$ cat src/rtl/jzjpcc_immediate_stage.sv
// Immediate generator plus decode->execute register: I/S/B/U/J/Zicsr-uimm extraction, XLEN sign-extension, PC-relative target.
// Latency: 1 cycle. No combinational path from any input to any output.
// Backpressure: stall holds every output, flush clears the register and wins over stall. There is no ready handshake.
// Ports: clock/reset_n; instruction_decode, pc_decode, valid_decode in; stall, flush control;
//        valid/immediate/imm_type/target/illegal _execute registered out.
module jzjpcc_immediate_stage #(
  parameter int XLEN          = 32,
  parameter bit SUPPORT_ZICSR = 1'b1,
  parameter bit SUPPORT_RV64I = 1'b0
) (
  input  logic            clock,
  input  logic            reset_n,
  input  logic [31:0]     instruction_decode,
  input  logic [XLEN-1:0] pc_decode,
  input  logic            valid_decode,
  input  logic            stall,
  input  logic            flush,
  output logic            valid_execute,
  output logic [XLEN-1:0] immediate_execute,
  output logic [2:0]      imm_type_execute,
  output logic [XLEN-1:0] target_execute,
  output logic            illegal_execute
);

  localparam logic [2:0] T_NONE = 3'd0;
  localparam logic [2:0] T_I    = 3'd1;
  localparam logic [2:0] T_S    = 3'd2;
  localparam logic [2:0] T_B    = 3'd3;
  localparam logic [2:0] T_U    = 3'd4;
  localparam logic [2:0] T_J    = 3'd5;
  localparam logic [2:0] T_Z    = 3'd6;

  if (XLEN != 32 && XLEN != 64) begin : g_bad_xlen
    $error("jzjpcc_immediate_stage: XLEN must be 32 or 64");
  end
  if (SUPPORT_RV64I && XLEN != 64) begin : g_bad_rv64i
    $error("jzjpcc_immediate_stage: SUPPORT_RV64I requires XLEN=64");
  end

  logic [31:0] inst;
  logic [4:0]  opcode;
  assign inst   = instruction_decode;
  assign opcode = inst[6:2];

  // Only funct3[2] matters here; funct3[1:0] are consumed by execute.
  logic unused_funct3_low;
  assign unused_funct3_low = ^inst[13:12];

  logic [2:0]         type_d;
  logic               illegal_d;
  logic               use_pc_d;
  logic signed [31:0] raw_imm;
  logic [XLEN-1:0]    imm_d;
  logic [XLEN-1:0]    target_d;

  always_comb begin
    type_d    = T_NONE;
    illegal_d = 1'b0;
    use_pc_d  = 1'b0;
    unique case (opcode)
      5'b00000, 5'b00100, 5'b11001: type_d = T_I;
      5'b00110: begin
        if (SUPPORT_RV64I) type_d = T_I;
        else               illegal_d = 1'b1;
      end
      5'b01000: type_d = T_S;
      5'b11000: begin type_d = T_B; use_pc_d = 1'b1; end
      5'b11011: begin type_d = T_J; use_pc_d = 1'b1; end
      5'b01101: type_d = T_U;
      5'b00101: begin type_d = T_U; use_pc_d = 1'b1; end
      5'b11100: begin
        if (SUPPORT_ZICSR && inst[14]) type_d = T_Z;
      end
      5'b01100, 5'b00011: type_d = T_NONE;
      5'b01110: begin
        if (!SUPPORT_RV64I) illegal_d = 1'b1;
      end
      default: illegal_d = 1'b1;
    endcase
    // A non-32-bit encoding overrides whatever the opcode looked like.
    if (inst[1:0] != 2'b11) begin
      illegal_d = 1'b1;
      type_d    = T_NONE;
      use_pc_d  = 1'b0;
    end
  end

  // Every format is built as a signed 32-bit value first, then a single
  // sign-extending cast widens it. For RV64 this makes LUI/AUIPC sign-extend too.
  always_comb begin
    raw_imm = '0;
    unique case (type_d)
      T_I: raw_imm = {{20{inst[31]}}, inst[31:20]};
      T_S: raw_imm = {{20{inst[31]}}, inst[31:25], inst[11:7]};
      T_B: raw_imm = {{19{inst[31]}}, inst[31], inst[7], inst[30:25], inst[11:8], 1'b0};
      T_U: raw_imm = {inst[31:12], 12'b0};
      T_J: raw_imm = {{11{inst[31]}}, inst[31], inst[19:12], inst[20], inst[30:21], 1'b0};
      T_Z: raw_imm = {27'b0, inst[19:15]};
      default: raw_imm = '0;
    endcase
    imm_d    = XLEN'(raw_imm);
    target_d = use_pc_d ? (pc_decode + imm_d) : '0;
  end

  always_ff @(posedge clock or negedge reset_n) begin
    if (!reset_n) begin
      valid_execute     <= 1'b0;
      immediate_execute <= '0;
      imm_type_execute  <= T_NONE;
      target_execute    <= '0;
      illegal_execute   <= 1'b0;
    end else if (flush) begin
      valid_execute     <= 1'b0;
      immediate_execute <= '0;
      imm_type_execute  <= T_NONE;
      target_execute    <= '0;
      illegal_execute   <= 1'b0;
    end else if (stall) begin
      valid_execute     <= valid_execute;
    end else if (valid_decode) begin
      valid_execute     <= 1'b1;
      immediate_execute <= imm_d;
      imm_type_execute  <= type_d;
      target_execute    <= target_d;
      illegal_execute   <= illegal_d;
    end else begin
      // A bubble clears valid only; the data fields keep their last value.
      valid_execute     <= 1'b0;
    end
  end

endmodule

$ cat config.mk
export PLATFORM = sky130hd
export DESIGN_NAME = jzjpcc_immediate_stage
export DESIGN_NICKNAME = d
export VERILOG_FILES = /design/src/rtl/jzjpcc_immediate_stage.sv
export SDC_FILE = /design/constraint.sdc
export NUM_CORES = 1
export LEC_CHECK = 0
export ABC_CLOCK_PERIOD_IN_PS = 2000
export CAP_MARGIN = 5
export CORE_AREA = 3 3 138 140
export DETAILED_ROUTE_END_ITERATION = 16
export DIE_AREA = 0 0 141 143
export SLEW_MARGIN = 20
export SYNTH_ARGS = -nofsm -noshare
export SYNTH_HDL_FRONTEND = slang
export SYNTH_SLANG_ARGS = --single-unit
$ cat constraint.sdc
create_clock -name clock -period 2 [get_ports clock]
set_clock_uncertainty 0.05 [all_clocks]
set_input_delay 0.2 -clock clock [delete_from_list [all_inputs] [get_ports clock]]
set_output_delay 0.2 -clock clock [all_outputs]
set_load 0.01 [all_outputs]
==> run summary, run 1 <==
Status: finished with violations
Failing checks: setup timing
Delay of the slowest critical-path stage: 0.34 ns
Asr flop ratio synth: 1.00
Most numerous cell in the Yosys netlist: nand2_1
GRT overflow: 0
Avg Cell Area, Syn: 8.22 um2
Iteration-0 DRC Markers: 340
Synth Cell Area: 5350 um2
Final hold violation count: 0
Pins Over Slew Limit: 0
Unrepaired setup endpoints after global routing: true
Worst setup margin: -2.22 ns
Data arrival time of the worst path: 4.40 ns
CTS tree: done
CTS Sinks: 69
Fin crit share: 2.11
Sequential area share after synthesis: 0.323
GP Congestion: 0.961
Global-route wire length before repair: 32600 um
Area Overhead vs Synth: 78.7%
Clock buffer depth: 2
Post-DP HPWL: 16600 um
Setup_tns: -44.03 ns
Chip height: 143 um
Critical path class: in2reg
Startpoint type of the worst setup path: input port
Max-Cap Viols: 0
DRT Pass-1 Iters: 5
Die Wd: 141 um
CTS clock-pin slew for the worst setup and hold paths: 0.06 ns
Rows: 49
Setup violators final: 31
CTS Buf Count: 9
Final wirelength: 20700 um
ANT nets after route: 0
Number of H-tree levels: 3
DR vias: 6157
Largest net degree at the start of global routing: 35
Initial Utilization: 0.298
Slew headroom: 0.578
Clk root buf: clkbuf_16
Critical-path top delay cell: maj3_2
CP Buf/Inv Count: 5
Total I/O pin count: 138
CP Capture Type: register
Post-synth cell types: 80
Largest delay share family, worst path: simple AND/OR/NAND/NOR gates
Proportion of layout cells with a drive suffix above 1: 0.368
Primary FF master, synth: dfrtp_1
GR Util All Layers: 0.207
Crit Path Max Fanout: 5
Initial antenna violation count: 0
Post-synth top cells: nand2_1, dfrtp_1, o21ai_0
Synthesized flop and latch total: 69
Syn nets: 736
Diodes inserted: 0
Wire per inst: 16.8 um
Max VDD drop: 0.000326 V
I/O Buffers: 137
EDFF count, synth: 0
Worst-margin pin slew: 0.626 ns
Leakage: 4.37 nW
Via density: 4.97
Final min period: 4.22 ns
DRC errors left: 0
Skew-Pair Late Insertion Delay: 0.35 ns
Vias in the first global route: 6061
Placeable Area: 18000 um2
Power Dens Cells: 445 nW/um2
Die area: 20200 um2
Hold crit path type: in2async
Top cells by area, synth: dfrtp_1, nand2_1, o21ai_0
Top-area cell type share of the netlist area: 0.323
Syn Inst Count: 650
CP Data Required Time: 2.18 ns
Hold slack: 0.301 ns
Max Clk Rate: 237 MHz
Synth warnings: 0
Nets@finish: 1090
Synth area leader: dfrtp_1
[final timing paths]
path,start,end,slack [ns],cells past startpoint
worst max-delay path,instruction_decode[6],target_execute[20]$_DFFE_PN0P_,-2.22,26
worst min-delay path,reset_n,target_execute[16]$_DFFE_PN0P_,0.30,2
worst max register to register,target_execute[29]$_DFFE_PN0P_,target_execute[29]$_DFFE_PN0P_,0.93,3
worst min register to register,target_execute[5]$_DFFE_PN0P_,target_execute[5]$_DFFE_PN0P_,0.44,2
max in group asynchronous,reset_n,target_execute[27]$_DFFE_PN0P_,0.87,4
min in group clock,instruction_decode[3],imm_type_execute[0]$_DFFE_PN0P_,0.30,4
[kinds of logic (layout without fill, tap and decap cells)]
group | after synthesis | count (layout) | synth area share
AO/OA/AOI/OAI | 218 | 218 | 0.294
adder cells (fa/ha/maj) | 24 | 24 | 0.0548
multiplexers | 5 | 5 | 0.00960
flip-flops | 69 | 69 | 0.323
buffers and inverters | 59 | 418 | 0.0456
AND/OR/NAND/NOR | 235 | 235 | 0.207
XOR/XNOR | 40 | 40 | 0.0655
[layout make-up]
| class | count | area [um2] |
|---|---|---|
| fill | 1679 | 8410 |
| multi-input combinational | 522 | 3870 |
| timing repair buffer | 378 | 3260 |
| sequential | 69 | 1730 |
| tap | 229 | 287 |
| clock buffer | 11 | 253 |
| inverter | 24 | 90.1 |
| clock inverter | 5 | 58.8 |
[layer usage]
| layer | GRT usage | vias to the layer above | routed length (um) |
|---|---|---|---|
| li1 | - | 3064 | - |
| met1 | 0.278 | 2903 | 9560 |
| met2 | 0.344 | 168 | 9930 |
| met3 | 0.0311 | 22 | 894 |
| met4 | 0.0653 | 0 | 368 |
| met5 | 0 | - | 0 |
[flip-flops by register name (all words and copies together) (netlist names)]
name               cells
imm_type_execute       3
immediate_execute     32
target_execute        32
illegal_execute        1
valid_execute          1
[cell usage in the layout, fill, tap and decap left out, drive strengths merged, types with 9 or more instances in the layout]
cell type      Yosys  final
nand3             11     11
dfrtp             69     69
nand2            108    108
o21ai             69     69
and2              10     10
clkbuf            25     11
clkdlybuf4s50      0    128
nor2              50     50
a21oi             30     30
a31oi              9      9
buf               10    249
xor2              14     14
inv               24     24
nor2b             13     13
xnor2             26     26
a22o              33     33
ha                16     16
[stage by stage]
stage	cells	utilization	instance area, um2	worst slack [ns]	power [W]
global route	1238	0.532	9550	-2.41	0.00443
global placement	1202	0.480	8620	-3.04	0.00248
finish	1238	0.532	9550	-2.22	0.00425
floorplan	650	-	5440	-2.35	0.00187
detailed placement	1202	0.480	8620	-3.18	0.00248
CTS	1234	0.517	9300	-2.25	0.00425
[repair_timing]
item / CTS / global route
cloned: 0 / 0
hold buffers: 1 / 0
endpoints found under the setup margin: 44 / 31
buffers inserted: 19 / 13
pin swaps: 75 / 68
endpoints found under the hold margin: 17 / 0
resized for setup: 109 / 53
[power breakdown]
group | internal [W] | switching (W)
registers | 0.00141 | 0.00000644
logic | 0.000603 | 0.000549
clock network | 0.00103 | 0.000651
(Power assumes the default switching activity.)
==> inputs of run 2 (changes only) <==
--- a/config.mk
+++ b/config.mk
@@ -10,6 +10,8 @@
 export CORE_AREA = 3 3 138 140
 export DETAILED_ROUTE_END_ITERATION = 16
 export DIE_AREA = 0 0 141 143
+export MAX_ROUTING_LAYER = met4
+export PLACE_DENSITY = 0.53
 export SLEW_MARGIN = 20
 export SYNTH_ARGS = -nofsm -noshare
 export SYNTH_HDL_FRONTEND = slang
==> run 2 against run 1 <==
  * First-iteration DRC count fell by 0.88%
  * Register-to-register slack lost 0.02 ns
  * Hold slack got worse by 0.033 ns
  * Critical path type unchanged
  * Fmax shrank 0.33%
  * Clock power increased by 4%
  * Worst setup slack worse by 0.014 ns
  * Largest power group unchanged
  * The flow still finishes with violations (setup timing)
==> run summary, run 2 (synthesis results as in run 1) <==
Status: finished with violations (unchanged)
Failing checks: setup timing (unchanged)
Clk root buf: clkbuf_16 (unchanged)
Iteration-0 DRC Markers: 337 (was 340)
CTS tree: done (unchanged)
Via density: 5.05 (was 4.97)
Initial Utilization: 0.298 (unchanged)
Setup violators final: 30 (was 31)
Max-Cap Viols: 0 (unchanged)
Reg-to-Reg End: target_execute[29]$_DFFE_PN0P_ (unchanged)
Final Cell Area: 9550 um2 (about the same)
Worst-margin pin slew: 0.676 ns (was 0.626 ns)
Startpoint type of the worst setup path: input port (unchanged)
DR vias: 6206 (was 6157)
Max Clk Rate: 236 MHz (was 237 MHz)
Hold crit path type: in2async (unchanged)
Global-route wire length before repair: 34100 um (was 32600 um)
Worst setup margin: -2.23 ns (was -2.22 ns)
Crit path cell chain: clkdlybuf4s15_2 > nand2_1 > a21oi_4 > and3_4 > and2_4 > nand2_2 > o21ai_2 > ha_2 > inv_2 > fa_2 > and3b_2 > nor3_4 > o41ai_2 > a21oi_2 > a22o_1 > maj3_2 > nor4b_4 > o21ai_2 > a21oi_2 > o221ai_2 > a21o_1 > a32o_1
Proportion of layout cells with a drive suffix above 1: 0.364 (was 0.368)
Initial antenna violation count: 0 (unchanged)
Critical path class: in2reg (unchanged)
Regs by FF count: immediate_execute (32), target_execute (32), imm_type_execute (3) (unchanged)
DP Area: 8560 um2 (was 8620 um2)
Delay of the slowest critical-path stage: 0.35 ns (was 0.34 ns)
Number of H-tree levels: 3 (unchanged)
Crit Path Max Fanout: 5 (unchanged)
Fin crit share: 2.12 (was 2.11)
CTS Buf Count: 9 (unchanged)
Nets@finish: 1080 (was 1090)
R2R depth: 3 (unchanged)
Placeable Area: 18000 um2 (unchanged)
CP Data Required Time: 2.19 ns (was 2.18 ns)
Leakage: 4.37 nW (about the same)
GRT overflow: 0 (unchanged)
CTS Sinks: 69 (unchanged)
GR Util All Layers: 0.221 (was 0.207)
Diodes inserted: 0 (unchanged)
CTS clock-pin slew for the worst setup and hold paths: 0.06 ns (about the same)
Final min period: 4.23 ns (was 4.22 ns)
Slew headroom: 0.538 (was 0.578)
Final hold violation count: 0 (unchanged)
I/O Buffers: 137 (unchanged)
ANT nets after route: 0 (unchanged)
R2R Setup Slk: 0.91 ns (was 0.93 ns)
Area Overhead vs Synth: 78.7% (about the same)
Wire per inst: 17.6 um (was 16.8 um)
Vias in the first global route: 6448 (was 6061)
Data arrival time of the worst path: 4.42 ns (was 4.40 ns)
Power Dens Cells: 452 nW/um2 (was 445 nW/um2)
CP Buf/Inv Count: 2 (was 5)
Die area: 20200 um2 (unchanged)
Reg2reg start: target_execute[29]$_DFFE_PN0P_ (unchanged)
Max VDD drop: 0.000342 V (was 0.000326 V)
DRT Pass-1 Iters: 5 (unchanged)
Largest net degree at the start of global routing: 34 (was 35)
Commonest cells after routing, fill and taps aside: buf_4, clkdlybuf4s50_1, nand2_1 (unchanged)
Skew-Pair Late Insertion Delay: 0.34 ns (was 0.35 ns)
Post-DP HPWL: 17400 um (was 16600 um)
Leading cell type in the layout, fill and taps excluded: buf_4 (unchanged)
Layout Cells excl Fill: 1228 (was 1238)
Placed cell count: 1196 (was 1202)
Total I/O pin count: 138 (unchanged)
Pins Over Slew Limit: 0 (unchanged)
Critical-path top delay cell: fa_2 (was maj3_2)
Final wirelength: 21600 um (was 20700 um)
Chip height: 143 um (unchanged)
Rows: 49 (unchanged)
Die Wd: 141 um (unchanged)
Unrepaired setup endpoints after global routing: true (unchanged)
CP Capture Type: register (unchanged)
GP Congestion: 0.911 (was 0.961)
DRC errors left: 0 (unchanged)
Clock buffer depth: 2 (unchanged)
Largest delay share family, worst path: compound AO/OA/AOI/OAI gates (was simple AND/OR/NAND/NOR gates)
==> run 2: worst max path at each step <==
| stage | from | to | slack, ns | depth (start not counted) |
|---|---|---|---|---|
| after detailed placement | instruction_decode[2] | target_execute[30]$_DFFE_PN0P_ | -3.26 | 22 |
| after CTS | instruction_decode[6] | target_execute[29]$_DFFE_PN0P_ | -2.34 | 20 |
| after floorplan | instruction_decode[2] | target_execute[30]$_DFFE_PN0P_ | -2.35 | 23 |
| after global routing | instruction_decode[6] | target_execute[30]$_DFFE_PN0P_ | -2.44 | 22 |
| final | instruction_decode[14] | target_execute[30]$_DFFE_PN0P_ | -2.23 | 22 |
| after global placement | instruction_decode[2] | target_execute[30]$_DFFE_PN0P_ | -3.13 | 22 |
==> run 2: stage by stage <==
stage	total power, W	worst slack [ns]	setup TNS (ns)	utilization	hold slack (ns)
after detailed placement	0.00248	-3.26	-84.26	0.477	0.100
after floorplan	0.00187	-2.35	-45.59	-	-0.146
final	0.00431	-2.23	-43.18	0.532	0.268
after CTS	0.00429	-2.34	-46.30	0.513	0.275
after global placement	0.00247	-3.13	-79.20	0.477	0.107
after global routing	0.00450	-2.44	-49.23	0.532	0.311
==> run 2: layout make-up <==
type | instances | area [um2]
flip-flops and latches | 69 | 1730
multi-input cells | 522 | 3910
inverters | 24 | 90.1
clock buffers | 10 | 229
clock inverters | 6 | 86.3
fillers | 1659 | 8410
well taps | 229 | 287
repair buffers | 368 | 3220
==> run 2: worst reg2reg max path, stage by stage, from the launching register on <==
cell and delay, ns:
dfrtp_1 0.40, nand2_1 0.07, o21ai_0 0.07, or3_1 0.38
==> run 2: where the power goes <==
part,switching [W],internal [W]
Combinational,0.000563,0.000599
Clock,0.000646,0.00109
Sequential,0.00000643,0.00141
==> run 2: what timing repair did <==
item,4_1_cts,5_1_grt
endpoints found under the hold margin,16,0
resized for setup,96,70
endpoints found under the setup margin,46,31
hold buffers,1,0
gates cloned,0,1
buffers inserted,16,9
pin swaps,63,74
==> run 2: per-layer routing <==
metal,GRT usage,share of wire
met1,0.281,0.45
met2,0.368,0.49
met3,0.0241,0.036
met4,0.0765,0.026
met5,-,0
